**src/rtl/mem_arbiter_pkg.sv**
```systemverilog
`default_nettype none
// +----------------------------------------------------------------------+
// | mem_arbiter_pkg                                                      |
// | Shared FSM state type, requester indices and default IM boundary.    |
// | Revision: 1.0                                                        |
// +----------------------------------------------------------------------+
package mem_arbiter_pkg;

    typedef enum logic [1:0] {
        IDLE   = 2'd0,
        ACCESS = 2'd1,
        RESP   = 2'd2
    } state_t;

    localparam logic PORT_CPU = 1'b0;
    localparam logic PORT_DMA = 1'b1;

    localparam logic [63:0] c_IM_LIMIT_DEFAULT = 64'h1FFF;

endpackage
`default_nettype wire

```
**src/rtl/rr_pick2.sv**
```systemverilog
`default_nettype none
// +----------------------------------------------------------------------+
// | rr_pick2                                                             |
// | Two-way round-robin grant selection, purely combinational.           |
// | Revision: 1.0                                                        |
// +----------------------------------------------------------------------+
module rr_pick2
    import mem_arbiter_pkg::*;
(
    input  logic [1:0] req,
    input  logic       last,
    output logic       grant
);

    // A lone requester always wins; a tie goes to whoever did not win last.
    always_comb begin
        grant = PORT_CPU;
        if (req == 2'b11) begin
            grant = ~last;
        end else if (req[1]) begin
            grant = PORT_DMA;
        end
    end

endmodule
`default_nettype wire

```
**src/rtl/mem_arbiter.sv**
```systemverilog
`default_nettype none
// +----------------------------------------------------------------------+
// | mem_arbiter                                                          |
// | Shares unified instruction/data memory between cpu and dma ports.    |
// | Revision: 1.0                                                        |
// +----------------------------------------------------------------------+
module mem_arbiter
    import mem_arbiter_pkg::*;
#(
    parameter logic [63:0] IM_LIMIT = c_IM_LIMIT_DEFAULT,
    parameter int          DM_AW    = 13
) (
    input  logic             clk,
    input  logic             reset,

    input  logic             cpu_req,
    input  logic             cpu_we,
    input  logic [63:0]      cpu_addr,
    input  logic [63:0]      cpu_wdata,
    output logic [63:0]      cpu_rdata,
    output logic             cpu_ack,
    output logic             cpu_err,

    input  logic             dma_req,
    input  logic             dma_we,
    input  logic [63:0]      dma_addr,
    input  logic [63:0]      dma_wdata,
    output logic [63:0]      dma_rdata,
    output logic             dma_ack,
    output logic             dma_err,

    output logic [DM_AW-1:0] dm_addr,
    output logic             dm_we,
    output logic [63:0]      dm_din,
    input  logic [63:0]      dm_dout,

    output logic [63:0]      im_addr,
    input  logic [31:0]      im_data
);

    state_t      r_state;
    logic        r_port;
    logic        r_last;
    logic        r_we;
    logic [63:0] r_addr;
    logic [63:0] r_wdata;

    logic        w_grant;
    logic        w_is_im;
    logic        w_err;
    logic [63:0] w_rd;

    rr_pick2 u_pick (
        .req   ({dma_req, cpu_req}),
        .last  (r_last),
        .grant (w_grant)
    );

    assign w_is_im = (r_addr < IM_LIMIT);
    assign w_err   = r_we & w_is_im;
    assign w_rd    = w_is_im ? {32'b0, im_data} : dm_dout;

    // Decoded from state so an asynchronous reset kills a pending write at once.
    assign dm_we   = (r_state == ACCESS) & r_we & ~w_is_im;
    assign dm_addr = r_addr[DM_AW-1:0];
    assign dm_din  = r_wdata;
    assign im_addr = {2'b0, r_addr[63:2]};

    always_ff @(posedge clk or posedge reset) begin
        if (reset) begin
            r_state   <= IDLE;
            r_port    <= PORT_CPU;
            r_last    <= PORT_DMA;
            r_we      <= 1'b0;
            r_addr    <= '0;
            r_wdata   <= '0;
            cpu_ack   <= 1'b0;
            cpu_err   <= 1'b0;
            cpu_rdata <= '0;
            dma_ack   <= 1'b0;
            dma_err   <= 1'b0;
            dma_rdata <= '0;
        end else begin
            cpu_ack <= 1'b0;
            dma_ack <= 1'b0;
            case (r_state)
                IDLE: begin
                    if (cpu_req | dma_req) begin
                        r_port  <= w_grant;
                        r_last  <= w_grant;
                        r_we    <= (w_grant == PORT_DMA) ? dma_we    : cpu_we;
                        r_addr  <= (w_grant == PORT_DMA) ? dma_addr  : cpu_addr;
                        r_wdata <= (w_grant == PORT_DMA) ? dma_wdata : cpu_wdata;
                        r_state <= ACCESS;
                    end
                end
                ACCESS: begin
                    r_state <= RESP;
                    // Write responses keep the previous read data on rdata.
                    if (r_port == PORT_CPU) begin
                        cpu_ack <= 1'b1;
                        cpu_err <= w_err;
                        if (!r_we) begin
                            cpu_rdata <= w_rd;
                        end
                    end else begin
                        dma_ack <= 1'b1;
                        dma_err <= w_err;
                        if (!r_we) begin
                            dma_rdata <= w_rd;
                        end
                    end
                end
                RESP: begin
                    r_state <= IDLE;
                end
                default: begin
                    r_state <= IDLE;
                end
            endcase
        end
    end

endmodule
`default_nettype wire

```
**config.mk**
```make
export PLATFORM = sky130hd
export DESIGN_NAME = mem_arbiter
export DESIGN_NICKNAME = d
export VERILOG_FILES = /design/src/rtl/mem_arbiter_pkg.sv /design/src/rtl/rr_pick2.sv /design/src/rtl/mem_arbiter.sv
export SDC_FILE = /design/constraint.sdc
export NUM_CORES = 1
export LEC_CHECK = 0
export CORE_AREA = 5 5 242 244
export CTS_BUF_LIST = sky130_fd_sc_hd__clkbuf_4
export DETAILED_ROUTE_END_ITERATION = 6
export DIE_AREA = 0 0 247 249
export SYNTH_ARGS = -nofsm -noshare
export SYNTH_HDL_FRONTEND = slang
export SYNTH_SLANG_ARGS = --single-unit
```
**constraint.sdc**
```tcl
create_clock -name clk -period 12 [get_ports clk]
set_input_delay 1.8 -clock clk [delete_from_list [all_inputs] [get_ports clk]]
set_output_delay 1.8 -clock clk [all_outputs]
set_load 0.05 [all_outputs]
```
=== Word-level counts from Yosys, hierarchy flattened ===
Index checks and enable logic that the tools add are counted.

* Order comparisons: 1
* Equal/unequal tests: 3
* Muxes and demuxes: 12
* Bitwise logic cells: 8
* Reduce and logical (&&, ||, !) cells: 6

{| class="wikitable"
|+ Operators with widths
! operator !! count
|-
| two-way mux 64 bit || 3
|-
| < comparator 64 x 13 -> 1 bit, second input constant || 1
|-
| two-way mux 1 bit || 7
|-
| AND reduction 2 bit || 3
|-
| AND reduction 3 bit || 2
|-
| inverter 1 bit || 4
|-
| one-hot mux 2 bit (2 select lines) || 1
|-
| AND 1 bit || 3
|-
| == test 2 x 1 -> 1 bit, second input constant || 1
|-
| == test 2 bit, second input constant || 1
|-
| zero test 2 bit || 1
|-
| two-way mux 2 bit || 1
|-
| inequality test 2 bit, second input constant || 1
|-
| OR 1 bit || 1
|}

* Flip-flop bits (word level): 265
* Input bits: 358
* Output and inout port bits: 274
* Word-level logic and storage cells: 42

=== Longest topological paths before layout ===
* Depth after elaboration: 3
* Depth in mapped cells: 7
* Mapped depth without buffers: 5

=== By module ===
Synthesis repeated with hierarchy kept, for this count alone.

* Cell total of the unflattened synthesis: 1058
* Area, all modules: 11317.1 sq um

{| class="wikitable"
|+ By module, submodules not included
! module !! times used !! cells an instance !! area an instance (sq um) !! seq. area each (sq um)
|-
| mem_arbiter || 1 || 1057 || 11305.8 || 6632.6
|-
| rr_pick2 || 1 || 1 || 11.3 || 0.0
|}

=== Worst setup path after synthesis ===
Ideal clock, no wire load.

* Kind: reg2out
* From: register r_addr[10]
* To: output port dm_we
* Arrival: 2.333 ns
* Data required time: 10.200 ns
* Slack: 7.867 ns
* Cell stages (with the launch flop): 6
* Path buffers: 1
* Cells stage by stage: dfrtp_1 nand4_1 nor4_2 nor3_4 buf_6 a21oi_1

* Word-level cells in the longest chain between the ends: 3

{| class="wikitable"
|+ Ends and longest elaborated chain
! what !! line !! text
|-
| start, declared || mem_arbiter.sv:45 || <nowiki>logic [63:0] r_addr;</nowiki>
|-
| start signal, assigned || mem_arbiter.sv:92 || <nowiki>r_addr <= (w_grant == PORT_DMA) ? dma_addr : cpu_addr;</nowiki>
|-
| < comparator 64 x 13 -> 1 bit || mem_arbiter.sv:59 || <nowiki>assign w_is_im = (r_addr < IM_LIMIT);</nowiki>
|-
| inverter 1 bit || mem_arbiter.sv:64 || <nowiki>assign dm_we = (r_state == ACCESS) & r_we & ~w_is_im;</nowiki>
|-
| AND 1 bit || mem_arbiter.sv:64 ||
|-
| end, declared || mem_arbiter.sv:33 || <nowiki>output logic dm_we,</nowiki>
|}

No other way between the ends.

=== Worst setup path in the final report ===
* From: register r_addr[37]
* To: output port dm_we

Same word-level chain as after synthesis.

==> metrics <==
internal power 2940 uW; Worst-Skew Late Latency 760 ps; final max-slew violation count 0; syn_area_per_cell 11.0 um2; num ports 632; CP delay by family, top buffers and inverters; largest net degree at the start of global routing 150; first-pass GRT wire length 73,400 um; crit share post-route 0.455; CP endpoint kind output pin; via-per-instance ratio 4.33; post-route ant nets 0; CP required 10,200 ps; root buf cell clkbuf_4; initial antenna violation count 5; TritonCTS Buffers 77; Logic pwr share 0.580; Clk network pwr share 0.150; H-tree depth 3; outcome finished, final reports clean; worst slew pin tran 1120 ps; Mapped Cells 1,057; crit-path max FO 36; Power Density 305 nW/um2; FP Rows 87; Synth async-reset ratio 1.00; Netlist cell types 33; crit-path cells nor4_1 > nand4_1 > nor3_4 > buf_4 > a21oi_1 > clkdlybuf4s50_1; first drt pass iteration count 5; Hold Violations, Final 0; Post-synth top cells dfrtp_1 (264), nor2_1 (196), a21oi_1 (131); Final setup viols 0; maxcap violations 0; vias in the first global route 11,661; GRT Residual Overflow 0; Post-Place Setup Slack 6580 ps; layout cells sized above 1 0.104; min setup slack post-route 6540 ps; Avg WL per Cell 20.1 um; CP arrival 3660 ps; CTS Hold Bufs 0; top-count cell post-synth dfrtp_1; Final Total Pwr 5930 uW; peak supply drop 179 uV; Switching Share 0.504; post-CTS resize count 0; Final Skew 64.5 ps; final setup TNS 0 ps; fillers 5,736; Synth Warn # 0; routed vias 10,828; sequential power share 0.270; Synth Flop Type dfrtp_1; CP max-delay cell clkdlybuf4s50_1; Die Height 249 um; crit path launch type flip-flop; register bit total from synthesis 265; Peak Freq 183 MHz; post-CTS setup buffers 0; Final min period 5460 ps; cell taking the most area after synthesis dfrtp_1; P_sw 2990 uW; Hold Crit Class flip-flop to flip-flop; gpl congestion 0.809; post-DP HPWL 37,800 um; Seq/Total Area, Yosys 0.573; port buffer count 629; Worst Path Buf+Inv 2; Lkg Pwr 0.00771 uW; Yosys top cell area share 0.571; die area 61,500 um2; Post-synth EDFFs 0; Initial Util 0.206; kind of critical path flip-flop to output pin; Synth-to-Final Area Change 68.3%; synth top area cells dfrtp_1 (57%), mux2i_1 (11%), nor2_1 (6.4%); clock sink total 265; Post-Syn Area 11,600 um2; chip width 247 um; Placeable Area 56,100 um2; RSZ-0062 raised after global routing no; CTS Buffer Depth 3; WL final 50,200 um; Total Routing Usage GR 0.156; CTS tree done; Nets 2,041; worst rel slew slack 0.252; initial DRC count 368; max incr delay on CP 740 ps; DRC Markers 0; Clk pin slew, worst setup/hold paths 60 ps
-- cell families after synthesis --
group,Yosys count,share of synthesized area
AO/OA/AOI/OAI,299,0.159
flip-flops,265,0.573
other,1,0.000324
multiplexers,129,0.112
buffers and inverters,99,0.0458
AND/OR/NAND/NOR,264,0.110
-- worst paths after layout --
| kind | start | endpoint | slack [ps] | cells after the start |
|---|---|---|---|---|
| max in group asynchronous | reset | cpu_rdata[57]$_DFFE_PP0P_ | 8780 | 3 |
| setup reg to reg | r_last$_DFFE_PP1P_ | r_addr[23]$_DFFE_PP0P_ | 8690 | 5 |
| min in group asynchronous | reset | r_addr[31]$_DFFE_PP0P_ | 1570 | 2 |
| hold / removal | dma_err$_DFFE_PP0P_ | dma_err$_DFFE_PP0P_ | 500 | 2 |
| hold reg to reg | dma_err$_DFFE_PP0P_ | dma_err$_DFFE_PP0P_ | 500 | 2 |
| setup / recovery | r_addr[37]$_DFFE_PP0P_ | dm_we | 6540 | 6 |
-- layer usage --
layer / global-route usage / part of all wire / vias to the layer above
met2: 0.262 / 0.49 / 519
met1: 0.177 / 0.38 / 5157
li1: - / - / 5072
met5: 0 / 0 / -
met4: 0.0636 / 0.032 / 0
met3: 0.0598 / 0.10 / 80
-- cells in the final DEF, fill, tap and decap left out --
cell type        count
o21ai_0             25
nor2_1             194
dfstp_2              1
nand4_1              4
inv_6                1
clkinv_1            10
and2b_1              1
inv_1                3
inv_8                1
o21a_4               1
conb_1               2
o21ai_1             10
mux2i_1            129
a31oi_1             65
nor3_4               1
clkinv_2             1
diode_2              3
buf_12               1
nor3_1               1
nor4_2               3
or2_2                1
a22o_1              64
nand2_1              8
a21oi_1            131
a21boi_4             1
buf_4               11
nor2_4               3
clkinvlp_4           1
clkbuf_4           119
nand3_1              7
nand3_2             28
a21oi_4              2
bufinv_16            2
or3_4                1
nor4_1              10
dfrtp_1            264
clkdlybuf4s50_1    629
or2_1                2
inv_2                1
-- stage by stage --
step	cell area (um2)	util	cells	hold WS, ps
4_1_cts	19500	0.347	2495	497
5_1_grt	19500	0.347	2497	523
2_1_floorplan	11600	-	1058	497
6_report	19500	0.347	2498	500
3_3_place_gp	18500	0.329	2360	468
3_5_place_dp	18500	0.329	2360	482
-- flip-flops by register name, indices dropped and copies added, names as in the netlist --
register   cells
cpu_ack        1
cpu_err        1
cpu_rdata     64
dm_din        64
dma_ack        1
dma_err        1
dma_rdata     64
r_addr        64
r_last         1
r_port         1
r_state        2
r_we           1
-- worst reg2reg max path: cells and delay by family, from the launching register on --
kind	cells	cell delay, ps
muxes	1	430
DFF	1	380
buffers and inverters	2	1800
AOI/OAI and AO/OA	2	580
-- final cells by class --
cell class	count	area [um2]	share of cell area
Antenna cell	3	7.51	0.000385
Clock buffer	119	893	0.0459
Clock inverter	16	123	0.00630
Inverter	4	22.5	0.00116
Multi-Input combinational cell	694	4450	0.229
Sequential cell	265	6630	0.341
Tap cell	756	946	0.0486
Timing Repair Buffer	641	6400	0.329
-- power groups by stage --
stage | combinational (uW) | clock [uW] | sequential, uW
finish | 3440 | 891 | 1600
global route | 3620 | 983 | 1660
CTS | 3490 | 938 | 1610
detailed placement | 3480 | 0 | 1620
global placement | 3460 | 0 | 1600
floorplan | 821 | 0 | 2970
Power figures use the tool's default switching activity.
